[config.mk]
export PLATFORM = sky130hd
export DESIGN_NAME = reg_file_sb
export DESIGN_NICKNAME = d
export VERILOG_FILES = /design/src/rtl/reg_file_sb.sv
export SDC_FILE = /design/constraint.sdc
export NUM_CORES = 2
export LEC_CHECK = 0
export ABC_AREA = 0
export BUFFER_PORTS_ARGS = -buffer_cell sky130_fd_sc_hd__buf_4
export CAP_MARGIN = 5
export CORE_ASPECT_RATIO = 1.1
export CORE_UTILIZATION = 63
export DETAILED_ROUTE_END_ITERATION = 8
export GPL_ROUTABILITY_DRIVEN = 0
export PLACE_DENSITY_LB_ADDON = 0.25
export RECOVER_POWER = 50
export SKIP_CTS_REPAIR_TIMING = 1
export SLEW_MARGIN = 20
export SYNTH_ARGS = -nofsm -noshare
export SYNTH_HDL_FRONTEND = slang
export SYNTH_SLANG_ARGS = --single-unit
[constraint.sdc]
create_clock -name clk -period 7.9 [get_ports clk]
set_clock_uncertainty 0.2 [all_clocks]
set_input_delay 0.79 -clock clk [delete_from_list [all_inputs] [get_ports clk]]
set_output_delay 0.79 -clock clk [all_outputs]
set_load 0.02 [all_outputs]
[src/rtl/reg_file_sb.sv]
// reg_file_sb: RV32I/RV32E integer register file with two combinational read
// ports decoded from the instruction word, one writeback port, optional
// write-to-read bypass, hardwired-zero x0 and a per-register busy scoreboard.
module reg_file_sb #(
  parameter int XLEN   = 32,
  parameter int NREG   = 32,
  parameter bit BYPASS = 1'b1,
  localparam int AW    = $clog2(NREG)
) (
  input  logic            clk,
  input  logic            rst,
  input  logic [31:0]     inst,
  input  logic            issue,
  input  logic            regwr,
  input  logic [4:0]      wraddr,
  input  logic [XLEN-1:0] wrdata,
  output logic [XLEN-1:0] rs1data,
  output logic [XLEN-1:0] rs2data,
  output logic            rs1_busy,
  output logic            rs2_busy,
  output logic            hazard,
  output logic [AW:0]     busy_cnt,
  output logic            illegal
);

  // Index fields sit at fixed RV32 positions whatever NREG is.
  logic [4:0] rs1, rs2, rd;
  assign rs1 = inst[19:15];
  assign rs2 = inst[24:20];
  assign rd  = inst[11:7];

  // Opcode/funct bits are not needed here; folding them keeps the intent visible.
  logic unused_inst_bits;
  assign unused_inst_bits = &{1'b0, inst[31:25], inst[14:12], inst[6:0]};

  function automatic logic in_range(input logic [4:0] idx);
    return int'(idx) < NREG;
  endfunction

  function automatic logic [AW:0] popcount(input logic [NREG-1:0] v);
    logic [AW:0] n;
    n = '0;
    for (int i = 0; i < NREG; i++) n = n + (AW+1)'(v[i]);
    return n;
  endfunction

  logic [XLEN-1:0] regs_q [NREG];
  logic [NREG-1:0] busy_q, busy_d;
  logic [AW:0]     cnt_q, cnt_d;

  logic ok1, ok2, wr_ok, byp1, byp2;
  assign ok1   = (rs1 != 5'd0) && in_range(rs1);
  assign ok2   = (rs2 != 5'd0) && in_range(rs2);
  assign wr_ok = regwr && (wraddr != 5'd0) && in_range(wraddr);
  // A matching writeback this cycle supplies the value and resolves the hazard.
  assign byp1  = BYPASS && regwr && (wraddr == rs1);
  assign byp2  = BYPASS && regwr && (wraddr == rs2);

  // Combinational read ports: x0 and out-of-range indices read zero.
  always_comb begin
    rs1data  = '0;
    rs2data  = '0;
    rs1_busy = 1'b0;
    rs2_busy = 1'b0;
    if (ok1) begin
      rs1data  = byp1 ? wrdata : regs_q[rs1[AW-1:0]];
      rs1_busy = busy_q[rs1[AW-1:0]] && !byp1;
    end
    if (ok2) begin
      rs2data  = byp2 ? wrdata : regs_q[rs2[AW-1:0]];
      rs2_busy = busy_q[rs2[AW-1:0]] && !byp2;
    end
  end

  assign hazard   = rs1_busy | rs2_busy;
  assign busy_cnt = cnt_q;
  assign illegal  = !in_range(rs1) || !in_range(rs2) ||
                    (issue && !in_range(rd)) || (regwr && !in_range(wraddr));

  // Scoreboard next state: writeback clears first, then a new issue sets, so set wins.
  always_comb begin
    busy_d = busy_q;
    if (regwr && in_range(wraddr)) busy_d[wraddr[AW-1:0]] = 1'b0;
    if (issue && (rd != 5'd0) && in_range(rd)) busy_d[rd[AW-1:0]] = 1'b1;
    cnt_d = popcount(busy_d);
  end

  // Register array: writes to x0 or out-of-range indices are dropped.
  always_ff @(posedge clk) begin
    if (rst) begin
      for (int i = 0; i < NREG; i++) regs_q[i] <= '0;
    end else if (wr_ok) begin
      regs_q[wraddr[AW-1:0]] <= wrdata;
    end
  end

  // Busy bits and their registered population count update together.
  always_ff @(posedge clk) begin
    if (rst) begin
      busy_q <= '0;
      cnt_q  <= '0;
    end else begin
      busy_q <= busy_d;
      cnt_q  <= cnt_d;
    end
  end

endmodule

# == Yosys cells after proc, flatten, opt, wreduce, memory -nomap -nowiden ==
# Memories as Yosys holds them, arrays and structs flattened.
# Cells that the tools add are included.
# totals
register_bits,38
mem_bits_rw,1024
inputBits,73
out_inout_bits,74
wordCells,85
n_memories,1
# mem_list
memory,words,width,read_ports,rd_clocked_by_memory_dff,wr,line_no,rtl
regs_q,32,32,2,0,32,47,logic [XLEN-1:0] regs_q [NREG];
# classes
addsub,31
order_cmp,6
eq_ne,2
muxes,24
bitwise_logic,4
n_reduce_logical,15
# ops
operator,count
$mux 32,7
$add 6x1->6,26
$and 32x32->32,1
$not 32->32,1
$or 32x32->32,1
$reduce_or 32->1,1
$lt 5x6->1 const B,4
$reduce_bool 5->1,4
$mux 1,12
$bmux 1 s5,2
$demux 1 s5,2
$eq 5x5->1,2
$ge 5x1->1 const B,2
$logic_and 1x1->1,8
$add 5x1->6,1
$add 4x1->5,1
$mux 5,1
$add 3x1->4,1
$add 2x1->3,1
$add 1x1->2,1
$logic_not 1->1,2
$or 1x1->1,1

# == Longest topological paths before layout ==
# depth
ltp_word,40
mapped_depth,23

# == Worst setup path after synthesis ==
# Ideal clock, no wire load.
# synth_timing
kind,input to register
startpoint,input port wraddr[0]
endpoint,"register cnt_q[4], in the netlist busy_cnt[4]"
setup_ps,128
arrival_ps,5845
required_time_ps,7572
slack_ps,1728
path_stages,22
path_buffers,2
path_cell_list,clkbuf_1 > and3_1 > clkbuf_1 > nand2_1 > a22oi_1 > fa_1 > fa_1 > inv_1 > fa_1 > inv_1 > fa_1 > fa_1 > inv_1 > fa_1 > ha_1 > inv_1 > fa_1 > inv_1 > a21o_1 > a21oi_1 > xor2_1 > nor2_1
# synth_between
elab_chain_len,40
# synth_rtl
element,line_no,rtl
from (decl),15,"input logic [4:0] wraddr,"
$lt 5x6->1 (implied by the code) or $ge 5x1->1 (tied branches),83,if (regwr && in_range(wraddr)) busy_d[wraddr[AW-1:0]] = 1'b0;
$logic_and 1x1->1 (implied by the code),83,
$mux 1 (implied by the code),83,
$demux 1 s5 (*),83,
$not 32->32 (no source line) (*),--,
$and 32x32->32 (no source line) (*),--,
$mux 32 (*),83,
$or 32x32->32 (no source line),--,
$mux 32 (*),84,if (issue && (rd != 5'd0) && in_range(rd)) busy_d[rd[AW-1:0]] = 1'b1;
$add 1x1->2,43,for (int i = 0; i < NREG; i++) n = n + (AW+1)'(v[i]);
$add 2x1->3,43,
$add 3x1->4,43,
$add 4x1->5,43,
$add 5x1->6,43,
$add 6x1->6 (25 in a row),43,
$add 6x1->6 (*),43,
to (signal assigned),104,cnt_q <= cnt_d;
to (decl),49,"logic [AW:0] cnt_q, cnt_d;"
# Mark *: on every way between the ends. The rest lies on a longest branch, timed or not.
# A chain may end at the register's enable or synchronous reset.

==> flow_metrics.env <==
export IMPL_outcome="complete, but fails checks"
export IMPL_violations="capacitance limit, slew limit"
export IMPL_core_area_sq_um=89900
export IMPL_syn2layout_area_growth_pct=8.44
export IMPL_dp_hpwl_um=101000
export IMPL_synth_main_ff_cell="edfxtp_1"
export IMPL_worst_pin_slew_ns=3.85
export IMPL_grt_overflow=0
export IMPL_async_flop_share_pct=0
export IMPL_clkSlewWorstSetupHoldPaths_ns=0.07
export IMPL_ff2ff_setup_slack_ns=2.52
export IMPL_drive_above_1_share_pct=21.6
export IMPL_path_class="input port to register"
export IMPL_synth_top_cell_area_share_pct=53.5
export IMPL_antenna_found_initial=8
export IMPL_hp_start="busy_q[0]"
export IMPL_cts_root_buf="clkbuf_16"
export IMPL_drv_slew=1202
export IMPL_worstPathArrival_ns=6.93
export IMPL_setup_viol=0
export IMPL_dp_cells=4945
export IMPL_n_fill_cell=5925
export IMPL_finalPower_uw=13300
export IMPL_p_leak_uw=0.0214
export IMPL_ff2ff_path_depth=18
export IMPL_grt_pass1_vias=37500
export IMPL_hold_depth=2
export IMPL_critical_path_startpoint_type="input port"
export IMPL_period_share_pct=86.2
export IMPL_slowest_stage="clkbuf_1"
export IMPL_max_cap_viol_count=35
export IMPL_crit_path_end_kind="register"
export IMPL_start_util_pct=63.9
export IMPL_synth_seq_cells=1062
export IMPL_synth_largest_area_cell="edfxtp_1"
export IMPL_ys_seq_area_share_pct=54.9
export IMPL_worstPathCellList="clkbuf_1 -> clkbuf_1 -> or2_2 -> buf_4"
export IMPL_cts_tree="yes"
export IMPL_cts_buffers=107
export IMPL_period_needed_ns=6.81
export IMPL_slew_headroom_pct=-156
export IMPL_clockBufferDepth=3
export IMPL_synth_cell_types=57
export IMPL_finalHoldViolCount=0
export IMPL_fin_cells=5139
export IMPL_yosysMostFrequentCell="edfxtp_1"
export IMPL_final_setup_tns_ns=0
export IMPL_ir_drop_v=0.000193
export IMPL_track_usage_pct=40.0
export IMPL_crit_path_max_fanout=52
export IMPL_rsz0062_at_grt="no"
export IMPL_cp_common_cell="clkbuf_1"
export IMPL_synthTopCellsByArea="edfxtp_1, mux4_2, and2_1, mux2i_1, clkbuf_1"
export IMPL_max_stage_delay_ns=2.82
export IMPL_hold_path_class="register to register"
export IMPL_rr_endpoint="busy_cnt[4]"
export IMPL_wl_per_cell_um=35.9
export IMPL_synth_area_sq_um=57400
export IMPL_cp_startpoint="rst"
export IMPL_finish_utilization_pct=69.3
export IMPL_synth_edf_count=1024
export IMPL_ys_warn_count=0
export IMPL_htreeDepth=3
export IMPL_die_area_sq_um=92400
export IMPL_p_per_area_nw_per_um2=214
export IMPL_vias_per_cell=7.43
export IMPL_cts_sinks=1062
export IMPL_die_h_um=319
export IMPL_syn_avg_cell_area_sq_um=14.6
export IMPL_pin_count=147
export IMPL_die_w_um=290
export IMPL_vias=38200
export IMPL_drt_iter0_drc=6347
export IMPL_wirelength_um=184000
export IMPL_first_pass_iters=8
export IMPL_nets=3989
export IMPL_port_buffers=128
export IMPL_row_count=115
export IMPL_grt_pass1_wl_um=261000
export IMPL_antenna_left=0
export IMPL_grt_max_degree=133
export IMPL_ys_top_cells_by_count="edfxtp_1, and2_1, mux4_2"
export IMPL_critPathRequiredTime_ns=8.02
export IMPL_holdPathEnd="busy_q[0]"
export IMPL_clk_latency_ns=0.71
export IMPL_fmaxAchievable_mhz=147
export IMPL_r2r_start="busy_q[27]"
export IMPL_drcViolationCount=0
export IMPL_netlist_instances=3943
-- power breakdown --
part | internal (uW) | switching, uW | leakage [uW] | total [uW]
clock | 2740 | 2190 | 0.00159 | 4940
sequential | 6480 | 158 | 0.0101 | 6640
combinational | 699 | 1060 | 0.00976 | 1760
total | 9920 | 3410 | 0.0214 | 13300
-- area by class of cell --
cell class / instances / area (sq um) / area share [%]
Sequential cell: 1062 / 31500 / 50.6
Multi-Input combinational cell: 2461 / 24200 / 38.9
Clock buffer: 138 / 2840 / 4.55
Timing Repair Buffer: 226 / 1690 / 2.71
Tap cell: 1170 / 1460 / 2.35
Clock inverter: 51 / 450 / 0.723
Inverter: 27 / 101 / 0.163
Antenna cell: 4 / 10.0 / 0.0161
-- state kept, by name, indices dropped and copies added (netlist names) --
register  cells
busy_q       32
regs_q     1024
busy_cnt      6
-- kinds of logic after synthesis --
logic type	count (synthesis)	share of synthesized area, %
AND/OR/NAND/NOR	1283	13.3
flip-flops	1062	54.9
multiplexers	646	21.3
AO/OA/AOI/OAI	456	5.83
buffers and inverters	452	3.53
adder cells (fa/ha/maj)	31	0.989
XOR/XNOR	12	0.183
other	1	0.00653
-- critical path: cells and delay by family --
kind          cells  cell delay, ns
buf+inv           3            5.23
simple gates      1            0.84
-- placed cells by master (no fill, tap or decap), types with 34 or more instances in the layout --
cell / n
mux4_2: 450
nand3_1: 34
nand2_1: 85
a22oi_1: 85
a211oi_1: 88
dfxtp_1: 38
a22o_1: 93
edfxtp_1: 1024
nor2_1: 40
clkbuf_1: 69
and2_0: 403
clkbuf_16: 109
mux2i_1: 187
a21oi_1: 61
and2_1: 592
buf_4: 173
o22ai_1: 63
-- per-stage QoR --
| step | worst slack, ns | cell area (sq um) | hold slack, ns |
|---|---|---|---|
| after floorplan | 1.73 | 57600 | 0.278 |
| after global placement | 1.46 | 59100 | 0.306 |
| after detailed placement | 1.45 | 59100 | 0.320 |
| after CTS | 2.10 | 62400 | 0.329 |
| after global routing | 1.03 | 62300 | 0.362 |
| final | 1.09 | 62300 | 0.331 |
-- worst max path at each step --
stage                         end  slack, ns  depth (start not counted)
floorplan             busy_cnt[4]       1.73                         22
CTS                   busy_cnt[4]       2.10                         22
global route        regs_q[1][20]       1.03                          4
global placement      busy_cnt[4]       1.46                         22
finish              regs_q[1][11]       1.09                          4
detailed placement    busy_cnt[4]       1.45                         22
-- routing by layer --
metal,track usage [%],vias up,routed length (um)
li1,-,15000,-
met1,51.9,19000,60600
met2,60.7,3442,82800
met3,10.4,709,27200
met4,25.2,2,13600
met5,0,-,8
Note: power is estimated with default switching activity, not from simulation.
